**config.mk**
```make
export PLATFORM = sky130hd
export DESIGN_NAME = uart_tx_fifo
export DESIGN_NICKNAME = d
export VERILOG_FILES = /design/src/rtl/uart_tx_fifo_pkg.sv /design/src/rtl/uart_tx_fifo_byte_fifo.sv /design/src/rtl/uart_tx_fifo.sv
export SDC_FILE = /design/constraint.sdc
export NUM_CORES = 1
export LEC_CHECK = 0
export ABC_AREA = 1
export BUFFER_PORTS_ARGS = -buffer_cell sky130_fd_sc_hd__buf_4
export CAP_MARGIN = 20
export CORE_UTILIZATION = 50
export DETAILED_ROUTE_END_ITERATION = 10
export MAX_ROUTING_LAYER = met4
export PLACE_DENSITY = 0.67
export SLEW_MARGIN = 20
export SYNTH_ARGS = -nofsm -noshare
export SYNTH_HDL_FRONTEND = slang
export SYNTH_SLANG_ARGS = --single-unit
```
**constraint.sdc**
```tcl
create_clock -name clk -period 2.9 [get_ports clk]
set_clock_uncertainty 0.2 [all_clocks]
set_input_delay 0.725 -clock clk [delete_from_list [all_inputs] [get_ports clk]]
set_output_delay 0.725 -clock clk [all_outputs]
set_load 0.005 [all_outputs]
```
**src/rtl/uart_tx_fifo_pkg.sv**
```systemverilog
// Shared definitions for the uart_tx byte buffer/dispatcher: data width and dispatcher states.
package uart_tx_fifo_pkg;

    localparam int UART_DATA_W = 8;

    typedef enum logic [1:0] {
        S_IDLE      = 2'd0,
        S_WAIT_BUSY = 2'd1,
        S_WAIT_DONE = 2'd2
    } disp_state_t;

endpackage

```
**src/rtl/uart_tx_fifo_byte_fifo.sv**
```systemverilog
// Synchronous byte FIFO with registered count/full/empty flags and a one-cycle overflow pulse.
module uart_tx_fifo_byte_fifo
    import uart_tx_fifo_pkg::*;
#(
    parameter int ADDR_W = 4
) (
    input  logic                   clk,
    input  logic                   rst,
    input  logic                   wr_en,
    input  logic [UART_DATA_W-1:0] wr_data,
    input  logic                   rd_en,
    output logic [UART_DATA_W-1:0] rd_data,
    output logic                   full,
    output logic                   empty,
    output logic [ADDR_W:0]        count,
    output logic                   overflow
);

    localparam int DEPTH = 2 ** ADDR_W;
    localparam logic [ADDR_W:0] FULL_COUNT = {1'b1, {ADDR_W{1'b0}}};

    logic [UART_DATA_W-1:0] mem [DEPTH];
    logic [ADDR_W-1:0]      wr_ptr;
    logic [ADDR_W-1:0]      rd_ptr;
    logic [ADDR_W:0]        count_next;
    logic                   wr_ok;
    logic                   rd_ok;

    // Accept/pop decisions use the registered flags, so a pop at full never frees room the same cycle.
    assign wr_ok   = wr_en && !full;
    assign rd_ok   = rd_en && !empty;
    assign rd_data = mem[rd_ptr];

    // NOTE: every variable written in always_comb gets a default first, otherwise a latch is inferred.
    always_comb begin
        count_next = count;
        case ({wr_ok, rd_ok})
            2'b10:   count_next = count + 1'b1;
            2'b01:   count_next = count - 1'b1;
            default: count_next = count;
        endcase
    end

    // NOTE: the storage array is deliberately not reset; only pointers and flags define its validity.
    always_ff @(posedge clk) begin
        if (wr_ok) begin
            mem[wr_ptr] <= wr_data;
        end
    end

    // NOTE: sequential state uses non-blocking assignments so every register samples pre-edge values.
    always_ff @(posedge clk or posedge rst) begin
        if (rst) begin
            wr_ptr   <= '0;
            rd_ptr   <= '0;
            count    <= '0;
            full     <= 1'b0;
            empty    <= 1'b1;
            overflow <= 1'b0;
        end else begin
            if (wr_ok) begin
                wr_ptr <= wr_ptr + 1'b1;
            end
            if (rd_ok) begin
                rd_ptr <= rd_ptr + 1'b1;
            end
            count    <= count_next;
            full     <= (count_next == FULL_COUNT);
            empty    <= (count_next == '0);
            overflow <= wr_en && full;
        end
    end

endmodule

```
**src/rtl/uart_tx_fifo.sv**
```systemverilog
// Byte buffer feeding uart_tx: FIFO plus a dispatcher that launches one byte per idle uart_tx frame.
module uart_tx_fifo
    import uart_tx_fifo_pkg::*;
#(
    parameter int ADDR_W = 4
) (
    input  logic                   clk,
    input  logic                   rst,
    input  logic                   i_wr_en,
    input  logic [UART_DATA_W-1:0] i_wr_data,
    output logic                   o_full,
    output logic                   o_empty,
    output logic [ADDR_W:0]        o_count,
    output logic                   o_overflow,
    output logic                   o_tx_start,
    output logic [UART_DATA_W-1:0] o_tx_data,
    input  logic                   i_tx_busy
);

    disp_state_t            state;
    disp_state_t            state_next;
    logic                   pop;
    logic                   tx_start_next;
    logic [UART_DATA_W-1:0] tx_data_next;
    logic [UART_DATA_W-1:0] head;

    uart_tx_fifo_byte_fifo #(
        .ADDR_W (ADDR_W)
    ) u_fifo (
        .clk      (clk),
        .rst      (rst),
        .wr_en    (i_wr_en),
        .wr_data  (i_wr_data),
        .rd_en    (pop),
        .rd_data  (head),
        .full     (o_full),
        .empty    (o_empty),
        .count    (o_count),
        .overflow (o_overflow)
    );

    // The busy guard in IDLE also protects a uart_tx that kept transmitting through our reset.
    always_comb begin
        state_next    = state;
        pop           = 1'b0;
        tx_start_next = 1'b0;
        tx_data_next  = o_tx_data;
        case (state)
            S_IDLE: begin
                if (!o_empty && !i_tx_busy) begin
                    pop           = 1'b1;
                    tx_start_next = 1'b1;
                    tx_data_next  = head;
                    state_next    = S_WAIT_BUSY;
                end
            end
            S_WAIT_BUSY: begin
                if (i_tx_busy) begin
                    state_next = S_WAIT_DONE;
                end
            end
            S_WAIT_DONE: begin
                if (!i_tx_busy) begin
                    state_next = S_IDLE;
                end
            end
            default: state_next = S_IDLE;
        endcase
    end

    always_ff @(posedge clk or posedge rst) begin
        if (rst) begin
            state      <= S_IDLE;
            o_tx_start <= 1'b0;
            o_tx_data  <= '0;
        end else begin
            state      <= state_next;
            o_tx_start <= tx_start_next;
            o_tx_data  <= tx_data_next;
        end
    end

endmodule
```
==> impl_metrics.yaml <==
run_status:
  status: "completed"
timing:
  timing_worst_slew_pin_value_ns: 0.6295
  achievable-frequency_mhz: 429.8
  fin_crit_ns: 2.327
  relSlewSlack: 0.5797
  rsz0062_at_grt: "false"
  final-max-slew-violation-count: 0
  final-setup-viol-count: 0
  setup_total_neg_slack_ns: 0
  finalCritPeriodShare: 0.8023
  worst_case_setup_margin_in_the_final_layout_ns: 0.5733
  finalHoldViolations: 0
critical_path:
  crit_arrival_ns: 2.48
  critPathMaxStageDelay_ns: 0.57
  cp_num_buf_inv: 2
  reg2reg_from: "u_fifo.empty"
  setup.worst_path.end: "u_fifo.empty"
  path_class: "reg -> reg"
  cp-end-kind: "flop"
  cp.depth: 11
  worst_ep_required_time_ns: 3.05
  worst_path_dominant_cell_family: "simple AND/OR/NAND/NOR gates"
  start_kind: "flop"
  r2r_setup_slack_ns: 0.57
  critical-path-slowest-cell: "sky130_fd_sc_hd__dfstp_2"
  timing.critical_path.cells: "nor2_4, nand2_4, clkinv_1, ha_1, inv_2, nand2_1, o21ai_0, or2_1, nor2_2, nand3_2, nor2_1"
  timing.reg2reg.worst_path_depth: 11
  reg2reg_to: "u_fifo.empty"
  critical_path_origin: "u_fifo.empty"
  worst-path-max-fanout: 8
final_layout:
  fillerInstances: 943
  area.sequential_sq_um: 4522
  diodes: 0
  fin_util: 0.6158
  fraction_of_layout_cells_with_a_size_suffix_above_1: 0.1823
  area.growth.synth_to_final_pct: 18.12
  design.final.nets: 583
  area_taken_by_multi_input_logic_gates_sq_um: 1617
  final_cell_count_no_fill: 744
global_route:
  grt_most_used_layer: "met2"
  first_global_vias: 4084
  antenna_found_initial: 0
  grt_start_max_net_pins: 44
  globalRouteTotalUtil: 0.2322
  grtUsageMet1: 0.2850
  overflow: 0
  globalRouteMet2Util: 0.3802
  grt_util_met3: 0.04006
  grt_first_pass_wirelength_mm: 21.55
die:
  rows: 40
  die_area_sq_um: 13190
  coreArea_sq_um: 12210
  floorplan.initialDensity: 0.5213
  top_level_ports: 29
  die_y_microns: 114.8
  horizontal_die_dimension_microns: 114.8
cts:
  post_cts.resized_instances: 0
  clk_root_buffer_cell: "sky130_fd_sc_hd__clkbuf_16"
  cts-hold-fix-buffers: 0
  numClockSinks: 155
  cts.repair_timing.setup_buffer_count: 0
  htreeDepth: 4
  clkLatencyLatePin_ns: 0.41
  cts.path.max_buffers: 2
  cts.clk_slew.worst_paths_ns: 0.06
  total_clock_buffers_created_by_cts: 17
  tritoncts: "built"
yosys:
  synthCells: 515
  netlist-cell-type-count: 31
  synthAdderAreaFrac: 0.01572
  syn-num-nets: 535
  async_flop_share: 0.1742
  yosys-top-cells-area: "sky130_fd_sc_hd__edfxtp_1 (60%), sky130_fd_sc_hd__dfrtp_1 (10%), sky130_fd_sc_hd__nor2_1 (5.4%)"
  synth_seq_area_share: 0.7101
  yosysMostFrequentCell: "sky130_fd_sc_hd__edfxtp_1"
  synth_simple_gate_area_frac: 0.1201
  postSynth.topFlopCell: "sky130_fd_sc_hd__edfxtp_1"
  synth.avg_cell_area_sq_um: 12.36
  synth.mux.area_fraction: 0
  synth_warnings: 0
  number_of_flip_flops_and_latches_in_the_synthesized_netlist: 155
  post_synthesis_xor_xnor_area_fraction: 0.01101
  dominant_combinational_cell_family_by_area_after_synthesis: "simple AND/OR/NAND/NOR gates"
  biggest_area_consumer_among_synthesized_cells: "sky130_fd_sc_hd__edfxtp_1"
  yosysTopAreaCellShare: 0.6038
  synth-compound-area-share: 0.1071
  number_of_synthesized_flops_with_an_enable_pin: 128
  yosys-top-cells-count: "sky130_fd_sc_hd__edfxtp_1 (128), sky130_fd_sc_hd__nor2_1 (92), sky130_fd_sc_hd__o21ai_0 (67)"
  synth.cell_area_sq_um: 6366
power_and_ir_drop:
  pwr-share-clk: 0.319
  cellPowerDensity_nw_per_um2: 1032
  pwr-share-comb: 0.301
  power.share.sequential: 0.380
  fraction_of_power_spent_switching_nets: 0.3289
  leakagePower_nw: 2.811
  vdd_drop_max_mv: 0.5060
  p_switching_mw: 2.552
  internal-power_mw: 5.207
placed_design:
  dp_worst_setup_slack_ns: 0.3143
  dpl.hpwl_mm: 8.452
  port_buffers: 28
  place.gp.congestion: 0.8504
  dp_cells: 712
detailed_routing:
  route.vias.total: 4092
  detailed_route_wire_length_per_cell_microns: 18.23
  drt_initial_violations: 533
  drc: 0
  ant_nets: 0
  vias_per_cell: 5.500
  first_pass_detailed_route_iteration_total: 8
  route.final.wire_length_mm: 13.56
run:
  max_capacitance_violation_count: 0
hold_path:
  hold_path_class: "in -> async"
-- cells by family after synthesis --
logic type                 after synthesis
and+or+nand+nor                        176
DFF                                    155
AOI/OAI and AO/OA                      116
buffers and inverters                   52
xor gates and xnor gates                 8
adders and majority gates                8
-- sequential cells by signal, summed over array words and instances, names as in the netlist --
signal           flops
u_fifo.empty         1
o_tx_data            8
state                2
u_fifo.mem         128
u_fifo.full          1
u_fifo.wr_ptr        4
u_fifo.count         5
u_fifo.rd_ptr        4
u_fifo.overflow      1
o_tx_start           1
-- tightest hold or removal path: cells and delay by family --
kind	cells	cell delay (ns)
buf+inv	3	0.47
-- power groups by stage --
stage / Combinational [mW] / Sequential (mW) / Clock, mW
after global routing: 2.61 / 2.98 / 2.61
after floorplan: 1.58 / 2.95 / 0
final: 2.33 / 2.95 / 2.48
after CTS: 2.36 / 2.95 / 2.50
after global placement: 2.28 / 2.98 / 0
after detailed placement: 2.35 / 2.99 / 0
-- cells in the final DEF (no fill, tap or decap), types with 2 or more instances in the layout --
cell type and count:
sky130_fd_sc_hd__nor2_1 92, sky130_fd_sc_hd__nand4_1 3, sky130_fd_sc_hd__ha_1 8, sky130_fd_sc_hd__xor2_1 7, sky130_fd_sc_hd__nand2_1 48, sky130_fd_sc_hd__bufinv_16 6
sky130_fd_sc_hd__clkinv_1 3, sky130_fd_sc_hd__a21oi_1 10, sky130_fd_sc_hd__o21ai_0 67, sky130_fd_sc_hd__clkbuf_1 2, sky130_fd_sc_hd__clkinvlp_4 2, sky130_fd_sc_hd__nand3_1 17
sky130_fd_sc_hd__clkinv_2 2, sky130_fd_sc_hd__inv_2 4, sky130_fd_sc_hd__buf_4 54, sky130_fd_sc_hd__a31oi_1 4, sky130_fd_sc_hd__o211ai_1 4, sky130_fd_sc_hd__o21ai_1 5
sky130_fd_sc_hd__inv_1 21, sky130_fd_sc_hd__edfxtp_1 128, sky130_fd_sc_hd__nor2_4 3, sky130_fd_sc_hd__nand2_2 6, sky130_fd_sc_hd__dfrtp_1 25, sky130_fd_sc_hd__o22ai_1 4
sky130_fd_sc_hd__nand3_2 4, sky130_fd_sc_hd__o221ai_1 20, sky130_fd_sc_hd__clkbuf_16 17
-- layout make-up --
type,count,area share
Sequential cell,155,0.6013
Multi-Input combinational cell,308,0.2150
Clock buffer,20,0.05940
Timing Repair Buffer,54,0.05391
Clock inverter,12,0.02895
Tap cell,168,0.02795
Inverter,27,0.01348
-- per-layer routing --
| metal | part of all wire | up-vias |
|---|---|---|
| met1 | 0.43 | 2017 |
| met3 | 0.040 | 20 |
| li1 | - | 1947 |
| met5 | 0 | - |
| met4 | 0.015 | 0 |
| met2 | 0.51 | 108 |
-- worst min-delay path by stage --
stage	end	slack [ns]
after floorplan	o_tx_data[1]	0.27
after global placement	o_tx_data[3]	0.28
after detailed placement	o_tx_data[4]	0.27
after CTS	o_tx_data[5]	0.19
after global routing	u_fifo.rd_ptr[2]	0.22
final	o_tx_data[7]	0.18
-- through the flow --
step | cell area [sq um] | power (mW) | hold slack (ns)
finish | 7520 | 7.759 | 0.1828
global route | 7520 | 8.201 | 0.2194
detailed placement | 6855 | 5.335 | 0.2741
floorplan | 6366 | 4.529 | 0.2724
global placement | 6855 | 5.266 | 0.2774
CTS | 7520 | 7.805 | 0.1912
No activity file was read; power rests on OpenSTA's default activity.
